[config.mk]
export PLATFORM = sky130hd
export DESIGN_NAME = multicycle_controller
export DESIGN_NICKNAME = d
export VERILOG_FILES = /design/src/rtl/mips_pkg.sv /design/src/rtl/alu_decoder.sv /design/src/rtl/multicycle_controller.sv
export SDC_FILE = /design/constraint.sdc
export NUM_CORES = 1
export LEC_CHECK = 0
export CAP_MARGIN = 0
export CORE_MARGIN = 5
export CORE_UTILIZATION = 47
export CTS_CLUSTER_DIAMETER = 50
export DETAILED_ROUTE_END_ITERATION = 8
export PLACE_DENSITY = 0.84
export SETUP_SLACK_MARGIN = 0.02
export SLEW_MARGIN = 20
export SYNTH_ARGS = -nofsm -noshare
export SYNTH_HDL_FRONTEND = slang
export SYNTH_SLANG_ARGS = --single-unit
[constraint.sdc]
create_clock -name clk -period 3.59 [get_ports clk]
set_input_delay 0.718 -clock clk [delete_from_list [all_inputs] [get_ports clk]]
set_output_delay 0.718 -clock clk [all_outputs]
set_load 0.05 [all_outputs]
[src/rtl/mips_pkg.sv]
`default_nettype none
// ============================================================================
// Module      : mips_pkg
// Description : Shared types and constants for the multicycle MIPS control
//               path: FSM states, opcodes, ALU op classes, ALU control codes
//               and the per-state Moore control word.
// Revision    : 1.0 - initial release
// ============================================================================
package mips_pkg;

  typedef enum logic [3:0] {
    S_FETCH    = 4'd0,
    S_DECODE   = 4'd1,
    S_MEMADR   = 4'd2,
    S_MEMRD    = 4'd3,
    S_MEMWB    = 4'd4,
    S_MEMWR    = 4'd5,
    S_EXECUTE  = 4'd6,
    S_ALUWB    = 4'd7,
    S_BRANCH   = 4'd8,
    S_ADDIEXEC = 4'd9,
    S_ADDIWB   = 4'd10,
    S_JUMP     = 4'd11
  } state_t;

  localparam logic [5:0] OP_RTYPE = 6'b000000;
  localparam logic [5:0] OP_LW    = 6'b100011;
  localparam logic [5:0] OP_SW    = 6'b101011;
  localparam logic [5:0] OP_BEQ   = 6'b000100;
  localparam logic [5:0] OP_ADDI  = 6'b001000;
  localparam logic [5:0] OP_J     = 6'b000010;

  localparam logic [1:0] ALUOP_ADD   = 2'b00;
  localparam logic [1:0] ALUOP_SUB   = 2'b01;
  localparam logic [1:0] ALUOP_FUNCT = 2'b10;

  localparam logic [5:0] FN_ADD = 6'b100000;
  localparam logic [5:0] FN_SUB = 6'b100010;
  localparam logic [5:0] FN_AND = 6'b100100;
  localparam logic [5:0] FN_OR  = 6'b100101;
  localparam logic [5:0] FN_SLT = 6'b101010;

  localparam logic [2:0] ALU_AND = 3'b000;
  localparam logic [2:0] ALU_OR  = 3'b001;
  localparam logic [2:0] ALU_ADD = 3'b010;
  localparam logic [2:0] ALU_SUB = 3'b110;
  localparam logic [2:0] ALU_SLT = 3'b111;

  // Moore part of the control word; FETCH ir_write/pc_write and illegal_op
  // are gated outside because they depend on live inputs.
  typedef struct packed {
    logic       iord;
    logic       mem_write;
    logic       reg_dst;
    logic       mem_to_reg;
    logic       reg_write;
    logic       alu_src_a;
    logic [1:0] alu_src_b;
    logic [1:0] pc_src;
    logic       pc_write;
    logic       branch;
    logic [1:0] alu_op;
  } ctrl_t;

  function automatic logic is_legal_op(input logic [5:0] op);
    return (op == OP_RTYPE) || (op == OP_LW) || (op == OP_SW) ||
           (op == OP_BEQ) || (op == OP_ADDI) || (op == OP_J);
  endfunction

  // Per-state control word; anything not driven by a state stays 0.
  function automatic ctrl_t moore_ctrl(input state_t s);
    ctrl_t c;
    c = '0;
    case (s)
      S_FETCH:    c.alu_src_b = 2'b01;
      S_DECODE:   c.alu_src_b = 2'b11;
      S_MEMADR:   begin c.alu_src_a = 1'b1; c.alu_src_b = 2'b10; end
      S_MEMRD:    c.iord = 1'b1;
      S_MEMWB:    begin c.mem_to_reg = 1'b1; c.reg_write = 1'b1; end
      S_MEMWR:    begin c.iord = 1'b1; c.mem_write = 1'b1; end
      S_EXECUTE:  begin c.alu_src_a = 1'b1; c.alu_op = ALUOP_FUNCT; end
      S_ALUWB:    begin c.reg_dst = 1'b1; c.reg_write = 1'b1; end
      S_BRANCH:   begin
        c.alu_src_a = 1'b1;
        c.alu_op    = ALUOP_SUB;
        c.pc_src    = 2'b01;
        c.branch    = 1'b1;
      end
      S_ADDIEXEC: begin c.alu_src_a = 1'b1; c.alu_src_b = 2'b10; end
      S_ADDIWB:   c.reg_write = 1'b1;
      S_JUMP:     begin c.pc_src = 2'b10; c.pc_write = 1'b1; end
      default:    c.alu_src_b = 2'b01;
    endcase
    return c;
  endfunction

endpackage
`default_nettype wire

[src/rtl/alu_decoder.sv]
`default_nettype none
// ============================================================================
// Module      : alu_decoder
// Description : Maps the FSM ALU op class and the R-type funct field onto
//               the 3-bit ALU control code.
// Revision    : 1.0 - initial release
// ============================================================================
module alu_decoder
  import mips_pkg::*;
(
  input  logic [1:0] alu_op,
  input  logic [5:0] funct,
  output logic [2:0] alu_control
);

  // Fixed add/subtract for address and branch work, funct-driven otherwise.
  always_comb begin
    alu_control = ALU_ADD;
    case (alu_op)
      ALUOP_ADD: alu_control = ALU_ADD;
      ALUOP_SUB: alu_control = ALU_SUB;
      ALUOP_FUNCT: begin
        case (funct)
          FN_ADD:  alu_control = ALU_ADD;
          FN_SUB:  alu_control = ALU_SUB;
          FN_AND:  alu_control = ALU_AND;
          FN_OR:   alu_control = ALU_OR;
          FN_SLT:  alu_control = ALU_SLT;
          default: alu_control = ALU_ADD;
        endcase
      end
      default: alu_control = ALU_ADD;
    endcase
  end

endmodule
`default_nettype wire

[src/rtl/multicycle_controller.sv]
`default_nettype none
// ============================================================================
// Module      : multicycle_controller
// Description : Multicycle MIPS control FSM (lw, sw, R-type, beq, addi, j).
//               Control word is registered alongside the state; only the
//               FETCH handshake strobes and illegal_op follow live inputs.
// Revision    : 1.0 - initial release
// ============================================================================
module multicycle_controller
  import mips_pkg::*;
(
  input  logic       clk,
  input  logic       reset,
  input  logic [5:0] op,
  input  logic [5:0] funct,
  input  logic       zero,
  input  logic       mem_ready,
  output logic       iord,
  output logic       mem_write,
  output logic       ir_write,
  output logic       reg_dst,
  output logic       mem_to_reg,
  output logic       reg_write,
  output logic       alu_src_a,
  output logic [1:0] alu_src_b,
  output logic [1:0] pc_src,
  output logic       pc_en,
  output logic [2:0] alu_control,
  output logic       illegal_op,
  output logic [3:0] state_dbg
);

  state_t state_q;
  state_t state_d;
  ctrl_t  ctrl_q;
  logic   fetch_go;
  logic   pc_write;

  // Next-state selection; unknown encodings fall back to FETCH.
  always_comb begin
    state_d = S_FETCH;
    case (state_q)
      S_FETCH:  state_d = mem_ready ? S_DECODE : S_FETCH;
      S_DECODE: begin
        case (op)
          OP_LW, OP_SW: state_d = S_MEMADR;
          OP_RTYPE:     state_d = S_EXECUTE;
          OP_BEQ:       state_d = S_BRANCH;
          OP_ADDI:      state_d = S_ADDIEXEC;
          OP_J:         state_d = S_JUMP;
          default:      state_d = S_FETCH;
        endcase
      end
      S_MEMADR:   state_d = (op == OP_SW) ? S_MEMWR : S_MEMRD;
      S_MEMRD:    state_d = mem_ready ? S_MEMWB : S_MEMRD;
      S_MEMWB:    state_d = S_FETCH;
      S_MEMWR:    state_d = mem_ready ? S_FETCH : S_MEMWR;
      S_EXECUTE:  state_d = S_ALUWB;
      S_ALUWB:    state_d = S_FETCH;
      S_BRANCH:   state_d = S_FETCH;
      S_ADDIEXEC: state_d = S_ADDIWB;
      S_ADDIWB:   state_d = S_FETCH;
      S_JUMP:     state_d = S_FETCH;
      default:    state_d = S_FETCH;
    endcase
  end

  // State and control word registered together so the outputs are glitch-free.
  always_ff @(posedge clk or posedge reset) begin
    if (reset) begin
      state_q <= S_FETCH;
      ctrl_q  <= moore_ctrl(S_FETCH);
    end else begin
      state_q <= state_d;
      ctrl_q  <= moore_ctrl(state_d);
    end
  end

  // Input-gated strobes are also masked by reset so nothing fires while held.
  assign fetch_go   = (state_q == S_FETCH) && mem_ready && !reset;
  assign illegal_op = (state_q == S_DECODE) && !is_legal_op(op) && !reset;
  assign pc_write   = ctrl_q.pc_write | fetch_go;
  assign pc_en      = pc_write | (ctrl_q.branch & zero);
  assign ir_write   = fetch_go;

  assign iord       = ctrl_q.iord;
  assign mem_write  = ctrl_q.mem_write;
  assign reg_dst    = ctrl_q.reg_dst;
  assign mem_to_reg = ctrl_q.mem_to_reg;
  assign reg_write  = ctrl_q.reg_write;
  assign alu_src_a  = ctrl_q.alu_src_a;
  assign alu_src_b  = ctrl_q.alu_src_b;
  assign pc_src     = ctrl_q.pc_src;
  assign state_dbg  = state_q;

  alu_decoder u_alu_decoder (
    .alu_op      (ctrl_q.alu_op),
    .funct       (funct),
    .alu_control (alu_control)
  );

endmodule
`default_nettype wire

==> out/results.ini, run 1 <==
[status]
status = complete, no violations

[timing]
hold_viol = 0
maxSlewHeadroom_pct = 62.8
min_period_over_period_pct = 90.6
period_needed_ps = 3250
setup_viol = 0
rsz0062_at_grt = false
max_freq_ghz = 0.307
fin_ws_ps = 337
hold_slack_ps = 729
drv_slew = 0
tns_ps = 0
tightest_slew_ps = 554
finClkSkew_ps = 3.54

[synth]
synth_edf_count = 0
yosys.area.top_type = dfrtp_1
synth_top_area_share_pct = 37.9
synth_fp_nets = 125
synth_common_cells = 15 x dfrtp_1, 9 x inv_1, 8 x nand2_1, 8 x nor2_1, 5 x nand3_1
netlist_area_sq_um = 990
ys_seq_elements = 16
syn_inst = 107
synthFlopType = dfrtp_1
seq_area_frac_synth_pct = 40.6
synthTopCellsByArea = dfrtp_1 38%, inv_1 3.4%, buf_4 3.0%
synth_cell_type_count = 43
synthArstFlopShare_pct = 100
synth_most_common_cell = dfrtp_1
synth-warning-count = 0
synth_area_per_cell_sq_um = 9.25

[clocking]
clkLatencyLatePin_ps = 280
numClockSinks = 16
cts_buffer_depth = 2
htreeDepth = 1
ctsHoldBuffers = 0
postCtsSetupRepairBufs = 0
clk_pin_slew_worst_paths_ps = 90
cts_tree = built
root_buffer = clkbuf_4
cts_made_buffers = 3
ctsResizeCount = 0

[placement]
port_buffers = 35
pre_cts_ws_ps = 325
place_area_sq_mm = 0.00133
dp_hpwl_microns = 1720
dp.cells = 161
gp_congestion = 0.845

[global_routing]
grt-ovfl-total = 0
grt_pass1_vias = 858
antenna_found_initial = 0
grt_pass1_wl_microns = 3800
grt_use_total_pct = 14.5
grt_max_degree = 18

[drt]
avgRoutedWirePerCell_microns = 12.8
vias = 889
viasPerCell = 5.39
wl_met1_microns = 987
detail-route-antenna-nets = 0
drc = 0
drtIter0Drc = 15
wl_met2_microns = 958
drt_wl_total_microns = 2110
dr.max_layer_used = met4
dr.pass1.iters = 4
dr_wl_met3_microns = 129

[floorplanning]
die_w_microns = 55.9
placementRows = 16
die_y_microns = 55.9
coreArea_sq_mm = 0.00198
ios = 36
dieArea_sq_mm = 0.00312
start_util_pct = 49.9

[final_layout]
antennaDiodeCount = 0
finish.utilization_pct = 69.1
final_area_sq_mm = 0.00137
largest_register_ffs = 4
nFillCells = 154
layout-area-overhead-vs-synth_pct = 38.4
drive_above_1_share_pct = 13.0
nNetsFinal = 157
fin_cells = 165

[pwr]
fin_total_pwr_mw = 0.740
peakVddDrop_mv = 0.440
leakagePower_nw = 0.598
powerDensity_mw_per_mm2 = 540

[setup_path]
cp_data_arrival_time_ps = 2530
crit_type = in2out
worst_setup_path_start_kind = input pin
worstPathMaxFanout = 2
crit_required_ps = 2870
crit_path_end_kind = primary output

[worst_hold_path]
hp-class = reg2reg

[flow_run]
maxCapViolCount = 0

==> cells in the final DEF (no fill, tap or decap), drive strengths merged, types with 2 or more instances in the layout <==
cell type      instances
clkdlybuf4s50         30
dfrtp                 15
inv                    9
nand2                  8
nor2                   8
buf                    6
nand3                  5
nor2b                  4
clkbuf                 4
nor3b                  3
nor3                   3
o21ai                  3
nor4                   3
a21oi                  3
xor2                   2
nand3b                 2
and3                   2
nand2b                 2
o21bai                 2
o211ai                 2
a211o                  2
ha                     2
or3                    2
and4                   2
==> worst paths after layout <==
kind / from / end / slack [ps] / depth (start not counted)
worst max-delay path: funct[2] / alu_control[1] / 340 / 5
worst min-delay path: state_dbg[3]$_DFF_PP0_ / state_dbg[0]$_DFF_PP0_ / 730 / 1
worst max register to register: state_dbg[2]$_DFF_PP0_ / alu_src_b[1]$_DFF_PP0_ / 1540 / 5
worst min register to register: state_dbg[3]$_DFF_PP0_ / state_dbg[0]$_DFF_PP0_ / 730 / 1
max in group asynchronous: reset / alu_src_b[0]$_DFF_PP1_ / 2560 / 3
min in group asynchronous: reset / pc_src[1]$_DFF_PP0_ / 790 / 3
==> logic make-up after synthesis <==
| logic type | Yosys count | synth area share, % |
|---|---|---|
| adder cells (fa/ha/maj) | 2 | 2.53 |
| buffers and inverters | 18 | 9.48 |
| AO/OA/AOI/OAI | 19 | 14.3 |
| XOR/XNOR | 2 | 1.77 |
| flip-flops | 16 | 40.6 |
| AND/OR/NAND/NOR | 50 | 31.4 |
==> where the power goes <==
part / total, mW / switching (mW) / internal (mW)
registers: 0.247 / 0.0349 / 0.212
clock network: 0.114 / 0.0521 / 0.0616
logic: 0.380 / 0.229 / 0.151
total: 0.740 / 0.316 / 0.425
==> area by class of cell <==
cell class              instances  area [sq um]  area share, %
repair buffers                 36           370           27.0
inverters                       9          33.8           2.47
flip-flops and latches         16           402           29.3
well taps                      27          33.8           2.47
clock buffers                   4          36.3           2.65
multi-input cells              73           494           36.1
==> critical path, cell delays in order <==
cell and delay, ps:
clkdlybuf4s50_1 470, nor3b_1 250, nand2_1 100, a211o_1 300, clkdlybuf4s50_1 700
==> metal layers <==
metal  vias to the layer above  global-route usage, %
met5                         -                      0
met2                        28                   25.3
met1                       416                   17.1
met4                         0                   3.73
li1                        441                      -
met3                         4                   4.64
Power figures use the tool's default switching activity.
==> inputs of run 2 (changes only) <==
==> constraint.sdc (replaced) <==
create_clock -name clk -period 3.59 [get_ports clk]
set_input_delay 0.5385 -clock clk [delete_from_list [all_inputs] [get_ports clk]]
set_output_delay 0.5385 -clock clk [all_outputs]
set_load 0.05 [all_outputs]
==> out/results.ini, run 2 (synthesized netlist as in run 1, its figures left out) <==
[status]
status = complete, no violations  ; unchanged

[pwr]
peakVddDrop_mv = 0.413  ; was 0.440 mV
fin_total_pwr_mw = 0.731  ; was 0.740 mW
p_int_mw = 0.415  ; was 0.425 mW
clkPwrFrac_pct = 15.9  ; was 15.4%
leakagePower_nw = 0.584  ; was 0.598 nW
switchingPower_mw = 0.316  ; about the same
switching_share_pct = 43.2  ; was 42.6%
p_seq_share_pct = 34.0  ; was 33.3%
powerDensity_mw_per_mm2 = 540  ; about the same
combinationalPowerShare_pct = 50.1  ; was 51.3%

[timing]
drv_slew = 0  ; unchanged
setup_viol = 0  ; unchanged
maxSlewHeadroom_pct = 60.7  ; was 62.8%
tightest_slew_ps = 585  ; was 554 ps
rsz0062_at_grt = false  ; unchanged
period_needed_ps = 3060  ; was 3250 ps
tns_ps = 0  ; unchanged
hold_slack_ps = 480  ; was 729 ps
finClkSkew_ps = 0.420  ; was 3.54 ps
hold_viol = 0  ; unchanged
min_period_over_period_pct = 85.2  ; was 90.6%
fin_ws_ps = 531  ; was 337 ps
max_freq_ghz = 0.327  ; was 0.307 GHz

[placement]
dp_hpwl_microns = 1770  ; was 1720 microns
place_area_sq_mm = 0.00132  ; was 0.00133 sq mm
dp.cells = 161  ; unchanged
gp_congestion = 0.890  ; was 0.845
pre_cts_ws_ps = 532  ; was 325 ps
port_buffers = 35  ; unchanged

[drt]
viasPerCell = 5.53  ; was 5.39
dr.max_layer_used = met4  ; unchanged
drc = 0  ; unchanged
detail-route-antenna-nets = 0  ; unchanged
drtIter0Drc = 18  ; was 15
dr_wl_met3_microns = 147  ; was 129 microns
wl_met2_microns = 1060  ; was 958 microns
vias = 913  ; was 889
avgRoutedWirePerCell_microns = 13.2  ; was 12.8 microns
drt_wl_total_microns = 2180  ; was 2110 microns
dr.pass1.iters = 4  ; unchanged
wl_met1_microns = 958  ; was 987 microns

[clocking]
ctsResizeCount = 0  ; unchanged
clk_pin_slew_worst_paths_ps = 90  ; about the same
numClockSinks = 16  ; unchanged
cts_buffer_depth = 2  ; unchanged
ctsHoldBuffers = 0  ; unchanged
cts_made_buffers = 3  ; unchanged
clkLatencyLatePin_ps = 280  ; about the same
root_buffer = clkbuf_4  ; unchanged
htreeDepth = 1  ; unchanged
cts_tree = built  ; unchanged
postCtsSetupRepairBufs = 0  ; unchanged

[setup_path]
crit_required_ps = 3050  ; was 2870 ps
crit_top_cell = clkdlybuf4s50_1  ; unchanged
cpMaxStageDelayCell = clkdlybuf4s50_1  ; unchanged
crit_type = in2out  ; unchanged
crit_chain = clkdlybuf4s50_1 -> xor2_1 -> o211ai_1 -> and4_1 -> clkdlybuf4s50_1  ; was clkdlybuf4s50_1 -> nor3b_1 -> nand2_1 -> a211o_1 -> clkdlybuf4s50_1
worst_setup_path_start_kind = input pin  ; unchanged
cp_data_arrival_time_ps = 2520  ; was 2530 ps
worstPathMaxFanout = 7  ; was 2
slowest_delay_ps = 800  ; was 700 ps
crit_path_end_kind = primary output  ; unchanged

[final_layout]
nNetsFinal = 157  ; unchanged
final_common_cell = clkdlybuf4s50_1  ; unchanged
final_area_sq_mm = 0.00136  ; was 0.00137 sq mm
largest_register_ffs = 4  ; unchanged
drive_above_1_share_pct = 10.1  ; was 13.0%
multi_input_area_sq_um = 494  ; unchanged
nFillCells = 153  ; was 154
layout-area-overhead-vs-synth_pct = 36.9  ; was 38.4%
antennaDiodeCount = 0  ; unchanged
mostFrequentLayoutCells = 34 x clkdlybuf4s50_1, 15 x dfrtp_1, 9 x inv_1  ; was 30 x clkdlybuf4s50_1, 15 x dfrtp_1, 9 x inv_1
fin_cells = 165  ; unchanged
finish.utilization_pct = 68.4  ; was 69.1%
seq_area_sq_um = 402  ; unchanged

[global_routing]
grt_pass1_wl_microns = 3810  ; was 3800 microns
grt_use_total_pct = 15.1  ; was 14.5%
grt_max_degree = 15  ; was 18
grt-ovfl-total = 0  ; unchanged
antenna_found_initial = 0  ; unchanged
grt_pass1_vias = 866  ; was 858

[floorplanning]
die_y_microns = 55.9  ; unchanged
die_w_microns = 55.9  ; unchanged
dieArea_sq_mm = 0.00312  ; unchanged
coreArea_sq_mm = 0.00198  ; unchanged
placementRows = 16  ; unchanged
start_util_pct = 49.9  ; unchanged
ios = 36  ; unchanged

[worst_hold_path]
hp-class = in2async  ; was reg2reg

[flow_run]
maxCapViolCount = 0  ; unchanged

-- run 2: cell count changes in the layout (fill, tap and decap cells not counted) --
cell,previous run,this run
clkdlybuf4s50_1,30,34
buf_4,4,2
buf_12,2,0
-- run 2: path summary, 6_finish.rpt --
| kind | startpoint | end | slack (ps) | cells past startpoint |
|---|---|---|---|---|
| max | op[3] | illegal_op | 530 | 5 |
| min | reset | state_dbg[1]$_DFF_PP0_ | 480 | 2 |
| max reg2reg | state_dbg[2]$_DFF_PP0_ | alu_src_b[1]$_DFF_PP0_ | 1550 | 5 |
| min reg2reg | state_dbg[3]$_DFF_PP0_ | state_dbg[0]$_DFF_PP0_ | 730 | 1 |
| max in group asynchronous | reset | alu_src_b[0]$_DFF_PP1_ | 2610 | 3 |
| min in group clk | state_dbg[3]$_DFF_PP0_ | state_dbg[0]$_DFF_PP0_ | 730 | 1 |
-- run 2: final cells by class --
type,count,area share [%]
Tap cell,27,2.49
Timing Repair Buffer,36,26.2
Inverter,9,2.49
Clock buffer,4,2.68
Multi-Input combinational cell,73,36.5
Sequential cell,16,29.6
-- run 2: metal layers --
| layer | vias up | GRT usage, % |
|---|---|---|
| met2 | 49 | 24.3 |
| met4 | 0 | 5.76 |
| met3 | 2 | 5.80 |
| li1 | 440 | - |
| met5 | - | 0 |
| met1 | 422 | 18.2 |
-- run 2: power groups by stage --
stage	Sequential, mW	Combinational, mW	Clock [mW]
finish	0.248	0.367	0.116
global route	0.254	0.390	0.129
CTS	0.248	0.368	0.118
detailed placement	0.251	0.367	0
global placement	0.250	0.363	0
floorplan	0.292	0.230	0
-- run 2: critical path: cells and delay by family --
kind / cells / cell delay, ps
XOR/XNOR: 1 / 200
buffers and inverters: 2 / 1340
AND/OR/NAND/NOR: 1 / 220
AO/OA/AOI/OAI: 1 / 220
